`src/rtl/button_events_pkg.sv`:
```
// Shared definitions for the button-path blocks: event codes, FSM state
// encoding and the event code width.
package button_events_pkg;

    localparam int EV_W = 2;

    typedef enum logic [EV_W-1:0] {
        EV_CLICK    = 2'd0,
        EV_DOUBLE   = 2'd1,
        EV_LONG     = 2'd2,
        EV_LONG_END = 2'd3
    } ev_code_t;

    typedef enum logic [2:0] {
        ST_IDLE      = 3'd0,
        ST_PRESSED   = 3'd1,
        ST_LONG_HELD = 3'd2,
        ST_WAIT_DBL  = 3'd3,
        ST_PRESSED2  = 3'd4
    } state_t;

    function automatic int max_int(input int a, input int b);
        return (a > b) ? a : b;
    endfunction

endpackage

```
`src/rtl/evt_fifo.sv`:
```
// Small synchronous FIFO with a combinational head output. A push into a
// full FIFO is accepted only when a pop happens on the same edge.
module evt_fifo #(
    parameter int WIDTH = 2,
    parameter int DEPTH = 4
) (
    input  logic             clk,
    input  logic             rst_n,
    input  logic             push,
    input  logic [WIDTH-1:0] push_data,
    input  logic             pop,
    output logic [WIDTH-1:0] pop_data,
    output logic             full,
    output logic             empty
);
    localparam int AW = $clog2(DEPTH);

    logic [WIDTH-1:0] mem [DEPTH];
    logic [AW:0]      wr_ptr_reg;
    logic [AW:0]      rd_ptr_reg;
    logic             do_push;
    logic             do_pop;

    // Extra pointer MSB separates "full" from "empty" when the indices match.
    assign empty   = (wr_ptr_reg == rd_ptr_reg);
    assign full    = (wr_ptr_reg[AW] != rd_ptr_reg[AW]) &&
                     (wr_ptr_reg[AW-1:0] == rd_ptr_reg[AW-1:0]);
    assign do_pop  = pop & ~empty;
    assign do_push = push & (~full | do_pop);

    always_ff @(posedge clk or negedge rst_n) begin
        if (!rst_n) begin
            wr_ptr_reg <= '0;
            rd_ptr_reg <= '0;
        end else begin
            if (do_push) wr_ptr_reg <= wr_ptr_reg + 1'b1;
            if (do_pop)  rd_ptr_reg <= rd_ptr_reg + 1'b1;
        end
    end

    always_ff @(posedge clk) begin
        if (do_push) mem[wr_ptr_reg[AW-1:0]] <= push_data;
    end

    assign pop_data = mem[rd_ptr_reg[AW-1:0]];

endmodule

```
`src/rtl/button_events.sv`:
```
// Turns a debounced button level into CLICK / DOUBLE / LONG / LONG_END
// events, queued in a small FIFO with a sticky overflow flag.
module button_events
    import button_events_pkg::*;
#(
    parameter int LONG_CKS   = 16,
    parameter int DCLK_CKS   = 8,
    parameter int FIFO_DEPTH = 4
) (
    input  logic            gch_clk,
    input  logic            gch_reset,
    output logic            gch_ready,
    input  logic            steady,
    output logic            ev_valid,
    output logic [EV_W-1:0] ev_code,
    input  logic            ev_ready,
    output logic            ev_ovf,
    input  logic            ovf_clr
);
    localparam int CNT_W = $clog2(max_int(LONG_CKS, DCLK_CKS)) + 1;
    localparam logic [CNT_W-1:0] LONG_LAST = CNT_W'(LONG_CKS - 1);
    localparam logic [CNT_W-1:0] DCLK_LAST = CNT_W'(DCLK_CKS - 1);

    state_t          state_reg, state_next;
    logic [CNT_W-1:0] cnt_reg, cnt_next, cnt_inc;
    logic            prev_reg;
    logic            ready_reg;
    logic            ovf_reg;
    logic            rise, fall;
    logic            push, pop, drop;
    ev_code_t        push_code;
    logic            full, empty;
    logic [EV_W-1:0] head;

    // Edges are ignored on the first edge after reset so a button held at
    // start-up is only learned, never reported.
    assign rise    = ready_reg & steady & ~prev_reg;
    assign fall    = ready_reg & ~steady & prev_reg;
    assign cnt_inc = (&cnt_reg) ? cnt_reg : cnt_reg + 1'b1;

    always_ff @(posedge gch_clk or negedge gch_reset) begin
        if (!gch_reset) begin
            ready_reg <= 1'b0;
            prev_reg  <= 1'b0;
            state_reg <= ST_IDLE;
            cnt_reg   <= '0;
            ovf_reg   <= 1'b0;
        end else begin
            ready_reg <= 1'b1;
            prev_reg  <= steady;
            state_reg <= state_next;
            cnt_reg   <= cnt_next;
            ovf_reg   <= drop | (ovf_reg & ~ovf_clr);
        end
    end

    // Edges are tested before timeouts so a coinciding edge wins.
    always_comb begin
        state_next = state_reg;
        cnt_next   = '0;
        push       = 1'b0;
        push_code  = EV_CLICK;
        case (state_reg)
            ST_IDLE: begin
                if (rise) state_next = ST_PRESSED;
            end
            ST_PRESSED: begin
                if (fall) begin
                    state_next = ST_WAIT_DBL;
                end else if (cnt_reg == LONG_LAST && steady) begin
                    push       = 1'b1;
                    push_code  = EV_LONG;
                    state_next = ST_LONG_HELD;
                end else begin
                    cnt_next = cnt_inc;
                end
            end
            ST_LONG_HELD: begin
                if (fall) begin
                    push       = 1'b1;
                    push_code  = EV_LONG_END;
                    state_next = ST_IDLE;
                end
            end
            ST_WAIT_DBL: begin
                if (rise) begin
                    state_next = ST_PRESSED2;
                end else if (cnt_reg == DCLK_LAST) begin
                    push       = 1'b1;
                    push_code  = EV_CLICK;
                    state_next = ST_IDLE;
                end else begin
                    cnt_next = cnt_inc;
                end
            end
            ST_PRESSED2: begin
                if (fall) begin
                    push       = 1'b1;
                    push_code  = EV_DOUBLE;
                    state_next = ST_IDLE;
                end
            end
            default: state_next = ST_IDLE;
        endcase
    end

    assign pop  = ~empty & ev_ready;
    assign drop = push & full & ~pop;

    evt_fifo #(
        .WIDTH (EV_W),
        .DEPTH (FIFO_DEPTH)
    ) u_fifo (
        .clk       (gch_clk),
        .rst_n     (gch_reset),
        .push      (push),
        .push_data (push_code),
        .pop       (pop),
        .pop_data  (head),
        .full      (full),
        .empty     (empty)
    );

    assign gch_ready = ready_reg;
    assign ev_valid  = ~empty;
    assign ev_code   = empty ? '0 : head;
    assign ev_ovf    = ovf_reg;

endmodule
```
`config.mk`:
```
export PLATFORM = sky130hd
export DESIGN_NAME = button_events
export DESIGN_NICKNAME = d
export VERILOG_FILES = /design/src/rtl/button_events_pkg.sv /design/src/rtl/evt_fifo.sv /design/src/rtl/button_events.sv
export SDC_FILE = /design/constraint.sdc
export NUM_CORES = 1
export LEC_CHECK = 0
export CAP_MARGIN = 0
export CORE_UTILIZATION = 57
export CTS_CLUSTER_DIAMETER = 200
export DETAILED_ROUTE_END_ITERATION = 7
export MAX_ROUTING_LAYER = met4
export PLACE_DENSITY = 0.78
export SYNTH_ARGS = -nofsm -noshare
export SYNTH_HDL_FRONTEND = slang
export SYNTH_SLANG_ARGS = --single-unit
```
`constraint.sdc`:
```
create_clock -name gch_clk -period 1.9 [get_ports gch_clk]
set_input_delay 0.285 -clock gch_clk [delete_from_list [all_inputs] [get_ports gch_clk]]
set_output_delay 0.285 -clock gch_clk [all_outputs]
set_load 0.005 [all_outputs]
```
== Word-level counts from Yosys, hierarchy flattened ==
Memory sizes are Yosys's and may differ from the RTL's.
Index checks and enable logic that the tools add are counted.
Storage, ports and cells
  output and inout bits: 5
  memories kept: 1
  word-level logic and storage cells: 75
  bits in writable memories: 8
  register bits: 17
  input port bits: 5
Memories
  u_fifo.mem: depth 4, width 2, rd ports 1, clocked after Yosys merged registers in 0, wr ports 1, RTL line evt_fifo.sv:18  | logic [WIDTH-1:0] mem [DEPTH];
Operators by class
  muxes and demuxes: 27
  eq/ne operators: 13
  add/sub/neg operators: 3
  bitwise logic cells: 18
  reductions and logical operators: 6
Operators by type and width (count)
  $mux W5: 5
  $mux W3: 6
  $pmux W3 S4: 1
  $and A1 B1 Y1: 10
  $pmux W5 S2: 1
  $mux W1: 8
  $mux W2: 4
  $add A3 B1 Y3 const B: 2
  $eq A3 B2 Y1 const B: 2
  $ne A3 B3 Y1 const B: 2
  $not A1 Y1: 6
  $pmux W2 S3: 1
  $add A5 B1 Y5 const B: 1
  $eq A5 B3 Y1 const B: 1
  $eq A5 B4 Y1 const B: 1
  $reduce_and A5 Y1: 1
  $reduce_and A4 Y1: 1
  $eq A3 B1 Y1 const B: 1
  $eq A3 B3 Y1: 1
  $eq A3 B3 Y1 const B: 1
  $logic_not A3 Y1: 1
  $pmux W1 S3: 1
  $eq A2 B2 Y1: 1
  $logic_and A1 B1 Y1: 2
  other kinds (5): 6

== Longest topological paths before layout ==
  word-level depth: 8
  mapped depth: 6
  depth with buffers taken out: 5

== Hierarchy ==
From an unflattened synthesis, not the netlist that was laid out.
Unflattened totals
  cell total of the unflattened synthesis: 113
  area total of the unflattened synthesis: 1320.0 µm²
Modules (own cells, without submodules)
  evt_fifo: cells each 45, area an instance 700.7 µm², seq. area each 390.4 µm², instances 1
  button_events: cells each 68, area an instance 619.3 µm², seq. area each 275.3 µm², instances 1

== Least setup slack after synthesis ==
OpenSTA, ideal clock, no wires.
  path kind: reg2reg
  start point: register cnt_reg[0]
  end point: register state_reg[1]
  period minus slack after synthesis: 1.745 ns
  path slack: 0.155 ns
  cell stages (with the launch flop): 7
  buffers on the path: 1
  arrival time: 1.624 ns
  library setup time: 0.121 ns
  required time: 1.779 ns
  cells stage by stage: dfrtp_1 -> ha_1 -> and3_1 -> buf_2 -> a2111oi_4 -> nor2_2 -> a22o_1
On the way
  longest elaborated chain between the ends: 4
  elaborated cells on any way between the ends: 6
  those cells by class: 4 x eq/ne; 2 x reduce/logical
Ends and longest elaborated chain
  start: declaration: RTL line button_events.sv:25  | logic [CNT_W-1:0] cnt_reg, cnt_next, cnt_inc;
  start signal: assignment: RTL line button_events.sv:52  | cnt_reg <= cnt_next;
  $eq A5 B4 Y1: RTL line button_events.sv:70  | end else if (cnt_reg == LONG_LAST && steady) begin
  $logic_and A1 B1 Y1: RTL line button_events.sv:70
  $ne A3 B3 Y1 (no source line)
  $reduce_and A4 Y1 (no source line) *
  end signal: assignment: RTL line button_events.sv:51  | state_reg <= state_next;
  end: declaration: RTL line button_events.sv:24  | state_t state_reg, state_next;
Mark *: on every way between the ends. The rest lies on a longest branch, timed or not.
A chain may end at the register's enable or synchronous reset.

== Worst setup path in the final report ==
  start point: register u_fifo.rd_ptr_reg[0]
  end point: output port ev_code[0]
On the way
  longest elaborated chain between the ends: 2
  elaborated cells on any way between the ends: 3
  those cells by class: 1 x eq/ne; 1 x mux; 1 x memory
Ends and longest elaborated chain
  start: declaration: RTL line evt_fifo.sv:20  | logic [AW:0] rd_ptr_reg;
  start signal: assignment: RTL line evt_fifo.sv:37  | if (do_pop) rd_ptr_reg <= rd_ptr_reg + 1'b1;
  $mem_v2 Z4 W2 / $eq A3 B3 Y1 (equally long branches)
  $mux W2 *: RTL line button_events.sv:126  | assign ev_code = empty ? '0 : head;
  end: declaration: RTL line button_events.sv:15  | output logic [EV_W-1:0] ev_code,
Marked as above.

==> run_results.csv <==
group,metric,value,unit
outcome,run_status,"finished with violations",
outcome,failed_checks,"negative setup slack",
drt,detailedRoute.firstIterationViolations,26,
logic_synthesis,yosys.area.top_type,"dfrtp_1",
sta,layout_worst_path_cycle_share,101,%
drt,routed-wl-met3,122,um
worst_setup_path,startpoint_kind_of_the_worst_setup_timing_path,"flop",
logic_synthesis,synthTopCellsByCount,"17 x dfrtp_1, 8 x edfxtp_1, 7 x xnor2_1",
die,dieArea,0.00261,mm^2
final_layout,share_of_layout_cells_above_drive_strength_1,37.2,%
place,dpl_worst_slack,-143,ps
cts,cts_hold_buf,0,
sta,fmax,522,MHz
flow_run,cap_viol_max_count,0,
worst_setup_path,critical_path_arrival,1630,ps
die,placementRows,17,
final_layout,final-instance-count-excl-fill,173,
cts,worst_setup_hold_path_clk_slew,140,ps
logic_synthesis,ys_seq_area_share,48.4,%
global_routing,number_of_antenna_violations_at_the_first_check_in_global_routing,0,
logic_synthesis,synthesis.area,0.00138,mm^2
cts,clockRootBuffer,"clkbuf_4",
worst_setup_path,worst-path-max-fanout,4,
final_layout,finalNetCount,157,
logic_synthesis,number_of_enable_flip_flop_cells_after_synthesis,8,
drt,top_signal_layer_used,"met4",
place,place.port_buffers,9,
logic_synthesis,synth_top_flop_cell,"dfrtp_1",
cts,htree_levels,1,
sta,setup_viol,1,
global_routing,vias_in_the_first_global_route,975,
drt,drt_pass1_iterations,4,
global_routing,grt_max_degree,18,
final_layout,num-fill-cells,147,
cts,cts_made_buffers,3,
drt,wirelength_routed,2.84,mm
worst_setup_path,cp_data_required_time,1620,ps
drt,vias,980,
logic_synthesis,ys.warnings.count,0,
sta,grt_setup_unrepaired,"yes",
hold_path,hold_path_class,"in2async",
die,design.portCount,10,
drt,route.met2.wl,1.41,mm
power_and_ir_drop,static-leakage-power,0.748,nW
global_routing,global_route.overflow_total,0,
logic_synthesis,ys_async_sr_fraction,68.0,%
power_and_ir_drop,irDropWorstVdd,1010,uV
sta,worst_clock_skew,8.04,ps
drt,routed_via_density,5.66,
drt,wire_per_inst,16.4,um
final_layout,area_delta_synth_final,26.2,%
die,die_h,51.1,um
sta,layout_min_cycle_time,1910,ps
die,floorplan.die.width,51.1,um
drt,drc,0,
place,routabilityCongestion,0.872,
drt,drt.antenna.violating_nets,0,
cts,worstSkewPairLatency,310,ps
worst_setup_path,worstRegToRegCells,5,
logic_synthesis,yosys.area.top_type_share,30.9,%
final_layout,number_of_flip_flops_in_the_largest_register,8,
logic_synthesis,synth.net_count,121,
final_layout,multi_input_comb_area,697,um^2
sta,final_max_slew_viol_count,0,
logic_synthesis,synth.top_cells.by_area,"dfrtp_1 31%, edfxtp_1 17%, ha_1 5.5%",
power_and_ir_drop,power_density,1250,mW/mm^2
die,core_area,0.00223,mm^2
worst_setup_path,timing_worst_setup_path_type,"reg2out",
logic_synthesis,synthCells,110,
drt,routedLengthMet1,1.29,mm
logic_synthesis,synthesis.area_per_instance,12.5,um^2
cts,clock_sink_count,25,
cts,cts_buffer_depth,2,
place,detailedPlacementHpwl,1.94,mm
sta,report.final.hold_viol_count,0,
logic_synthesis,ys_seq_elements,25,
global_routing,grt_first_pass_wirelength,4.44,mm
sta,final.setup.worst_slack,-14.0,ps
logic_synthesis,yosysUniqueCellTypes,42,
final_layout,num_antenna_cells,0,
place,placed_cells,161,
logic_synthesis,synthMostInstantiatedCell,"dfrtp_1",
global_routing,global_route.usage.total,24.2,%
cts,tritoncts,"yes",
worst_setup_path,crit_path_end_kind,"output pin",
die,initial_core_util,61.6,%
final_layout,seqCellArea,668,um^2
==> layout by cell type, fill, tap and decap left out, types with 4 or more instances in the layout <==
master	synthesis	final
a21oi_1	4	4
dfrtp_1	17	15
buf_4	1	24
xnor2_1	7	5
nand3_1	5	5
nand3b_1	5	5
clkdlybuf4s50_1	0	6
nand2_1	4	4
ha_1	6	5
inv_1	5	5
edfxtp_1	8	8
==> report_power, final <==
group	leakage [nW]	switching [mW]	internal [mW]
registers	0.286	0.141	0.672
logic	0.444	0.469	0.644
clock network	0.0177	0.162	0.0786
total	0.748	0.772	1.39
==> path summary, 6_finish.rpt <==
kind,endpoint,slack (ps),from
setup / recovery,ev_code[0],-10,u_fifo.rd_ptr_reg[0]
hold / removal,u_fifo.wr_ptr_reg[0],290,gch_reset
setup reg to reg,u_fifo.mem[0][0],70,cnt_reg[0]
hold reg to reg,u_fifo.wr_ptr_reg[2],500,u_fifo.wr_ptr_reg[2]
max in group asynchronous,u_fifo.rd_ptr_reg[0],1410,gch_reset
min in group gch_clk,u_fifo.wr_ptr_reg[2],500,u_fifo.wr_ptr_reg[2]
==> final cells by class <==
class                      instances  area share (%)
multi-input combinational         76            40.2
clock inverter                     1           0.288
tap                               28            2.02
timing repair buffer              35            16.7
sequential                        25            38.5
clock buffer                       3            1.30
inverter                           5            1.08
==> kinds of logic after synthesis <==
logic type | share of synthesized area (%)
AND/OR/NAND/NOR | 20.1
adder cells (fa/ha/maj) | 5.46
multiplexers | 5.46
other | 0.273
buffers and inverters | 3.91
XOR/XNOR | 7.55
flip-flops | 48.4
AO/OA/AOI/OAI | 8.83
==> per-layer routing <==
metal	GRT usage, %	vias to the layer above
li1	-	464
met1	32.0	485
met2	39.9	29
met3	2.68	2
met4	6.48	0
met5	-	-
==> critical path, stage by stage, from the launching register on <==
cell and delay (ps):
dfrtp_2 450, buf_6 130, xnor2_2 140, nand3b_1 180, buf_4 190, and2_4 130
buf_6 100
==> through the flow <==
step                      setup TNS (ps)  cell area [um^2]  total power [mW]  hold slack, ps  utilization, %
after CTS                           -154              1670              2.04             288            75.0
final                              -14.0              1740              2.17             286            77.7
after floorplan                        0              1380              1.38           -10.6               -
after global routing                -129              1740              2.31             313            77.7
after global placement              -407              1600              1.66             474            71.7
after detailed placement           -1310              1600              1.70             477            71.7
==> timing repair <==
item,CTS,global route
gates resized for setup,12,13
pin swaps,3,5
setup buffers,4,4
endpoints found under the hold margin,0,0
endpoints found under the setup margin,9,20
Note: power is estimated with default switching activity, not from simulation.
